===== config.mk =====
export PLATFORM = sky130hd
export DESIGN_NAME = psg_bus_sequencer
export DESIGN_NICKNAME = d
export VERILOG_FILES = /design/src/rtl/psg_bus_sequencer.sv
export SDC_FILE = /design/constraint.sdc
export NUM_CORES = 1
export LEC_CHECK = 0
export ABC_AREA = 1
export ABC_CLOCK_PERIOD_IN_PS = 3080
export CAP_MARGIN = 20
export CORE_MARGIN = 3
export CORE_UTILIZATION = 45
export CTS_CLUSTER_DIAMETER = 150
export DETAILED_ROUTE_END_ITERATION = 10
export PLACE_DENSITY = 0.63
export SYNTH_ARGS = -nofsm -noshare
export SYNTH_HDL_FRONTEND = slang
export SYNTH_SLANG_ARGS = --single-unit

===== constraint.sdc =====
create_clock -name clock -period 3.08 [get_ports clock]
set_clock_uncertainty 0.1 [all_clocks]
set_input_delay 0.462 -clock clock [delete_from_list [all_inputs] [get_ports clock]]
set_output_delay 0.462 -clock clock [all_outputs]
set_load 0.03 [all_outputs]

===== src/rtl/psg_bus_sequencer.sv =====
// Command-queued bus master for an AY-3-8912-style PSG: sequences BDIR/BC1/DA7-0 through
// address-latch, write and read cycles with inactive gaps, returning read data as a one-clock pulse.
module psg_bus_sequencer #(
    parameter int HOLD       = 2,
    parameter int DEPTH_LOG2 = 3,
    parameter int ELIDE_ADDR = 1
) (
    input  logic                  reset,
    input  logic                  clock,
    input  logic                  ce,
    input  logic                  cmd_valid,
    output logic                  cmd_ready,
    input  logic                  cmd_rw,
    input  logic [3:0]            cmd_addr,
    input  logic [7:0]            cmd_data,
    output logic                  rsp_valid,
    output logic [7:0]            rsp_data,
    output logic                  busy,
    output logic [DEPTH_LOG2:0]   fifo_level,
    output logic                  bdir,
    output logic                  bc1,
    output logic [7:0]            d,
    output logic                  d_oe,
    input  logic [7:0]            q,
    output logic [2:0]            state_dbg
);
    // Handshake: a command is pushed on any clock where cmd_valid && cmd_ready, regardless of ce.
    localparam int DEPTH = 1 << DEPTH_LOG2;
    localparam int PW    = (HOLD > 1) ? $clog2(HOLD) : 1;

    typedef enum logic [2:0] {
        S_IDLE = 3'd0,
        S_ADDR = 3'd1,
        S_GAP1 = 3'd2,
        S_WR   = 3'd3,
        S_RD   = 3'd4,
        S_GAP2 = 3'd5
    } state_t;

    logic [12:0]           mem [DEPTH];
    logic [DEPTH_LOG2-1:0] wr_ptr, rd_ptr;
    logic [DEPTH_LOG2:0]   count;
    logic                  empty, full, push, pop;
    logic                  head_rw;
    logic [3:0]            head_addr;
    logic [7:0]            head_data;

    assign empty      = (count == '0);
    assign full       = (count == (DEPTH_LOG2+1)'(DEPTH));
    assign push       = cmd_valid && !full;
    assign cmd_ready  = !full;
    assign fifo_level = count;
    assign head_rw    = mem[rd_ptr][12];
    assign head_addr  = mem[rd_ptr][11:8];
    assign head_data  = mem[rd_ptr][7:0];

    always_ff @(posedge clock) begin
        if (push) mem[wr_ptr] <= {cmd_rw, cmd_addr, cmd_data};
    end

    always_ff @(posedge clock or negedge reset) begin
        if (!reset) begin
            wr_ptr <= '0;
            rd_ptr <= '0;
            count  <= '0;
        end else begin
            if (push) wr_ptr <= wr_ptr + 1'b1;
            if (pop)  rd_ptr <= rd_ptr + 1'b1;
            case ({push, pop})
                2'b10:   count <= count + 1'b1;
                2'b01:   count <= count - 1'b1;
                default: count <= count;
            endcase
        end
    end

    state_t          state, state_next, start_state;
    logic [PW-1:0]   phase;
    logic            phase_last, elide;
    logic            cur_rw;
    logic [3:0]      cur_addr, lat_addr, addr_n;
    logic [7:0]      cur_data, data_n;
    logic            lat_valid;
    logic            bdir_n, bc1_n, d_oe_n;
    logic [7:0]      d_n;

    assign phase_last  = (phase == PW'(HOLD - 1));
    assign elide       = (ELIDE_ADDR != 0) && lat_valid && (head_addr == lat_addr);
    assign start_state = elide ? (head_rw ? S_RD : S_WR) : S_ADDR;
    assign busy        = (state != S_IDLE) || !empty;
    assign state_dbg   = state;

    always_comb begin
        state_next = state;
        pop        = 1'b0;
        if (ce) begin
            case (state)
                S_IDLE: if (!empty) begin
                    pop        = 1'b1;
                    state_next = start_state;
                end
                S_ADDR: if (phase_last) state_next = S_GAP1;
                S_GAP1: if (phase_last) state_next = cur_rw ? S_RD : S_WR;
                S_WR, S_RD: if (phase_last) state_next = S_GAP2;
                S_GAP2: if (phase_last) begin
                    if (!empty) begin
                        pop        = 1'b1;
                        state_next = start_state;
                    end else begin
                        state_next = S_IDLE;
                    end
                end
                default: state_next = S_IDLE;
            endcase
        end
    end

    // Bus outputs are computed for the state being entered so they register with it.
    always_comb begin
        addr_n = pop ? head_addr : cur_addr;
        data_n = pop ? head_data : cur_data;
        bdir_n = 1'b0;
        bc1_n  = 1'b0;
        d_n    = 8'h00;
        d_oe_n = 1'b0;
        case (state_next)
            S_ADDR: begin
                bdir_n = 1'b1;
                bc1_n  = 1'b1;
                d_n    = {4'b0000, addr_n};
                d_oe_n = 1'b1;
            end
            S_WR: begin
                bdir_n = 1'b1;
                d_n    = data_n;
                d_oe_n = 1'b1;
            end
            S_RD:    bc1_n = 1'b1;
            default: ;
        endcase
    end

    always_ff @(posedge clock or negedge reset) begin
        if (!reset) begin
            state     <= S_IDLE;
            phase     <= '0;
            cur_rw    <= 1'b0;
            cur_addr  <= 4'h0;
            cur_data  <= 8'h00;
            lat_addr  <= 4'h0;
            lat_valid <= 1'b0;
            bdir      <= 1'b0;
            bc1       <= 1'b0;
            d         <= 8'h00;
            d_oe      <= 1'b0;
            rsp_valid <= 1'b0;
            rsp_data  <= 8'h00;
        end else begin
            state <= state_next;
            bdir  <= bdir_n;
            bc1   <= bc1_n;
            d     <= d_n;
            d_oe  <= d_oe_n;
            if (ce && state != S_IDLE) phase <= phase_last ? '0 : phase + PW'(1);
            if (pop) begin
                cur_rw   <= head_rw;
                cur_addr <= head_addr;
                cur_data <= head_data;
            end
            if (ce && state == S_ADDR && phase_last) begin
                lat_addr  <= cur_addr;
                lat_valid <= 1'b1;
            end
            rsp_valid <= ce && state == S_RD && phase_last;
            if (ce && state == S_RD && phase_last) rsp_data <= q;
        end
    end
endmodule

==> results.md, run 1 <==
Outcome:
- The run finished with clean final reports.

Timing:
- The count of pins over their slew limit is 0.
- The worst pin sits at a relative slew slack of 0.530.
- At the pin with the least slew margin, the transition time is 0.705 ns.
- Setup violations remaining at the end of the flow were counted as 0.
- In the finished design, the share of the clock period the worst path needs comes to 0.902.
- On the final layout, the worst hold slack is 0.395 ns.
- The final-layout setup total negative slack is 0 ns.
- The final-report hold violation count is 0.
- Timing would allow up to 360 MHz.
- Setup repair after global routing left no endpoint under its margin.
- For the finished layout, the period the worst path requires is 2.78 ns.

Setup path:
- Data arrives at the worst endpoint at 2.98 ns.
- At the worst endpoint, the required time is 3.29 ns.
- On the critical path, the stage with the largest delay is an instance of sky130_fd_sc_hd__dfrtp_1.
- The signal on the critical path passes through inv_1 -> nand2_1 -> nor3_2 -> nor2_1 -> a21oi_2 -> nor2_2 -> ha_1 -> ha_1 -> nand2_1 -> nor2_1 -> a211oi_1 -> nor2_1 -> nor2_1 -> nand2_1 -> xnor2_1.
- The setup path with the least slack is of type flop to flop.
- In this design, the stage delay of the slowest critical-path cell is 0.41 ns.
- The number of buffers and inverters on the critical path is 1.
- The worst setup path is captured at a flop.
- Among cell families on the critical path, the largest total delay comes from simple AND/OR/NAND/NOR gates.
- The register-to-register setup slack is 0.30 ns.
- Of all nets on the critical path, the largest fanout is 4.
- STA classifies the critical path startpoint as a flop.
- The most common cell type on the critical path is sky130_fd_sc_hd__nor2_1.

Routing:
- The number of iterations in the first detailed-routing pass is 5.
- The first routing iteration left 283 violations.
- In the final routed layout, each cell accounts on average for 16.7 um.
- The final wirelength is 14100 um.
- The residual antenna-violating net count after detailed routing is 0.
- In the routed layout, each cell is associated on average with a via count of 5.20.
- In the routed design, unresolved DRC markers number 0.
- The total vias in the final route is 4395.

Synth:
- Synthesis handed over a netlist of 585 instances.
- The share of the Yosys chip area taken by registers is 0.670.
- The fraction of synthesized cell area taken by the top area cell type is 0.476.
- After synthesis, the share of flip-flops with an asynchronous set or reset is 0.329.
- The number of nets in the synthesized netlist is 616.
- The number of distinct library cells after synthesis is 36.
- The commonest cells after synthesis are sky130_fd_sc_hd__nand2_1 (118), sky130_fd_sc_hd__edfxtp_1 (104), sky130_fd_sc_hd__nor2_1 (66).
- Counting flops with a built-in enable in the synthesized netlist gives 104.
- The cell taking the most area after synthesis is sky130_fd_sc_hd__edfxtp_1.
- By instance count, the leading cell after synthesis is sky130_fd_sc_hd__nand2_1.
- The Yosys step of the flow raised 0 warnings.
- Dividing the synthesized area by the synthesized cell count gives 11.2 um2.
- The cell area that synthesis handed to floorplanning was 6570 um2.
- By area the synthesized netlist is led by sky130_fd_sc_hd__edfxtp_1 (48%), sky130_fd_sc_hd__dfrtp_1 (19%), sky130_fd_sc_hd__nand2_1 (6.7%).
- The leading register cell type out of synthesis is sky130_fd_sc_hd__edfxtp_1.
- Synthesis inferred 155 register bits.

Layout:
- The repair_antennas step left the layout with diodes totalling 0.
- The ratio of cells with drive above 1 in the final layout is 0.131.
- The net count of the finished layout is 683.
- The non-filler instance count after layout is 845.
- For this run, the share of the core covered by cells in the final layout is 0.565.
- The relative area change from synthesis to final layout is 21.2%.
- Once layout is done, the placed cells without fillers occupy 7960 um2.

Global route:
- The most used routing layer in global routing is met2.
- The number of antenna violations at the first check in global routing is 0.
- For met3 alone, demand over resource in global routing was 0.0429.
- Entering global routing, the biggest net connects 53 pins.
- The first global-routing pass estimated 22600 um of wire.
- Across every metal layer, demand over resource in global routing totals 0.185.
- The met1 global-route usage is 0.247.
- The via count of the first global-routing pass is 4285.
- In the global route stage, met2 resource usage came out at 0.290.
- The total overflow reported by the global router is 0.

Placement:
- The placed instances occupy a cell area of 7310 um2.
- The number of buffers added on ports is 53.
- The post-DP HPWL is 8560 um.
- Including well taps, the total number of placed cells is 812.
- At the end of routability-driven placement, the weighted congestion stood at 0.809.

Die:
- The starting density of the core is 0.466.
- The floorplan row count is 43.
- The die covers 16100 um2.
- From left edge to right edge, the die measures 127 um.
- During I/O placement, the number of pins put on the boundary was 54.
- The vertical extent of the die is 127 um.
- The core footprint is 14100 um2.

Pwr:
- The areal power density over the cells is 1070 nW/um2.
- The fraction of power consumed by combinational cells is 0.388.
- The share of total power dissipated in the clock network is 0.262.
- The proportion of power drawn by flip-flops and latches is 0.350.
- The internal power component is 0.00531 W.
- The switching share of total power is 0.377.
- IR analysis of the VDD net gives a maximum drop of 445 uV.
- Summed over all cells, the static leakage comes to 3.21 nW.
- The switching power summed over all nets is 0.00321 W.

Flow run:
- The tool flagged a number of max-cap violations equal to 0.

Clock network:
- Clock tree synthesis selected as its root buffer the cell sky130_fd_sc_hd__clkbuf_16.
- The TritonCTS buffer count is 17.
- The maximum level of the CTS H-tree is 4.
- The number of setup buffers added after CTS is 0.
- The maximum buffer depth of the clock tree is 2.
- After clock tree synthesis, the clock-pin slew on the worst setup and hold paths is 0.06 ns.
- The clock insertion delay at the later pin of the skew report is 0.43 ns.
- TritonCTS built the clock tree.
- The TritonCTS sink count is 155.

Hold path:
- The worst hold-check path type is flop to flop.
## cells in the final DEF, fill, tap and decap left out, types with 2 or more instances in the layout
| master | n |
|---|---|
| sky130_fd_sc_hd__a21oi_1 | 8 |
| sky130_fd_sc_hd__a21oi_2 | 2 |
| sky130_fd_sc_hd__a31oi_1 | 9 |
| sky130_fd_sc_hd__buf_4 | 16 |
| sky130_fd_sc_hd__bufinv_16 | 5 |
| sky130_fd_sc_hd__clkbuf_1 | 3 |
| sky130_fd_sc_hd__clkbuf_16 | 17 |
| sky130_fd_sc_hd__clkdlybuf4s50_1 | 52 |
| sky130_fd_sc_hd__clkinv_2 | 3 |
| sky130_fd_sc_hd__dfrtp_1 | 51 |
| sky130_fd_sc_hd__edfxtp_1 | 104 |
| sky130_fd_sc_hd__ha_1 | 5 |
| sky130_fd_sc_hd__inv_1 | 44 |
| sky130_fd_sc_hd__inv_2 | 4 |
| sky130_fd_sc_hd__inv_6 | 3 |
| sky130_fd_sc_hd__mux2_2 | 9 |
| sky130_fd_sc_hd__nand2_1 | 118 |
| sky130_fd_sc_hd__nand2_2 | 10 |
| sky130_fd_sc_hd__nand3_1 | 35 |
| sky130_fd_sc_hd__nand3_2 | 3 |
| sky130_fd_sc_hd__nand4_1 | 10 |
| sky130_fd_sc_hd__nor2_1 | 66 |
| sky130_fd_sc_hd__nor2_2 | 3 |
| sky130_fd_sc_hd__nor3_1 | 3 |
| sky130_fd_sc_hd__nor3_2 | 2 |
| sky130_fd_sc_hd__nor3b_2 | 4 |
| sky130_fd_sc_hd__o21ai_0 | 41 |
| sky130_fd_sc_hd__o22ai_1 | 16 |
| sky130_fd_sc_hd__xnor2_1 | 2 |
| sky130_fd_sc_hd__xor2_1 | 5 |
## sequential cells by signal, summed over array words and instances (netlist names)
signal,count
bc1,1
cur_addr,4
cur_data,8
cur_rw,1
d,8
d_oe,1
fifo_level,4
lat_addr,4
lat_valid,1
mem,104
phase,1
rd_ptr,3
rsp_data,8
rsp_valid,1
state_dbg,3
wr_ptr,3
## final cells by class
type	count	area, um2
multi-input combinational	359	1860
fill	1182	6140
sequential	155	4400
inverter	49	189
tap	180	225
clock inverter	12	195
timing repair buffer	70	656
clock buffer	20	437
## logic make-up after synthesis
group	synth area share
AND/OR/NAND/NOR	0.180
flip-flops	0.670
AO/OA/AOI/OAI	0.0655
buffers and inverters	0.0476
multiplexers	0.0154
XOR/XNOR	0.00934
adder cells (fa/ha/maj)	0.0126
## routing by layer
layer,part of all wire,vias to the layer above
met3,0.064,20
met4,0.017,0
met5,0,-
met2,0.47,138
met1,0.45,2098
li1,-,2139
## stage by stage
| step | total power, W | worst slack [ns] |
|---|---|---|
| 2_1_floorplan | 0.00530 | 0.298 |
| 6_report | 0.00852 | 0.303 |
| 4_1_cts | 0.00857 | 0.245 |
| 3_5_place_dp | 0.00633 | 0.280 |
| 5_1_grt | 0.00908 | 0.0934 |
| 3_3_place_gp | 0.00624 | 0.538 |
## power by group through the flow
stage / Clock [W] / Combinational, W / Sequential [W]
after CTS: 0.00227 / 0.00332 / 0.00298
after global placement: 0 / 0.00324 / 0.00300
after global routing: 0.00235 / 0.00369 / 0.00304
after detailed placement: 0 / 0.00331 / 0.00302
final: 0.00224 / 0.00330 / 0.00298
after floorplan: 0 / 0.00204 / 0.00326
## worst register-to-register path, delay by kind of cell, from the launching register on
family,cells,cell delay [ns]
buffers and inverters,1,0.11
AOI/OAI and AO/OA,2,0.53
xor gates and xnor gates,1,0.12
DFF,1,0.41
and+or+nand+nor,9,0.84
adders and majority gates,2,0.55
## path summary, 6_finish.rpt
| path | from | to | depth (start not counted) |
|---|---|---|---|
| max reg2reg | fifo_level[1]$_DFFE_PN0P_ | fifo_level[3]$_DFFE_PN0P_ | 15 |
| max in group asynchronous | reset | rsp_data[5]$_DFFE_PN0P_ | 3 |
| min reg2reg | lat_valid$_DFFE_PN0P_ | lat_valid$_DFFE_PN0P_ | 2 |
| max | fifo_level[1]$_DFFE_PN0P_ | fifo_level[3]$_DFFE_PN0P_ | 15 |
| min | lat_valid$_DFFE_PN0P_ | lat_valid$_DFFE_PN0P_ | 2 |
| min in group asynchronous | reset | fifo_level[1]$_DFFE_PN0P_ | 2 |
## what timing repair did
item | CTS | global route
hold endpoints to repair | 7 | 0
hold buffers | 1 | 0
setup endpoints to repair | 0 | 1
gates resized for setup | 0 | 1
Note: power is estimated with default switching activity, not from simulation.
==> run 2: changes to the inputs <==
Settings changed: CAP_MARGIN 20 to default.
==> results of run 2 <==
No change in the layout: final DEF, timing and power equal those of run 1.
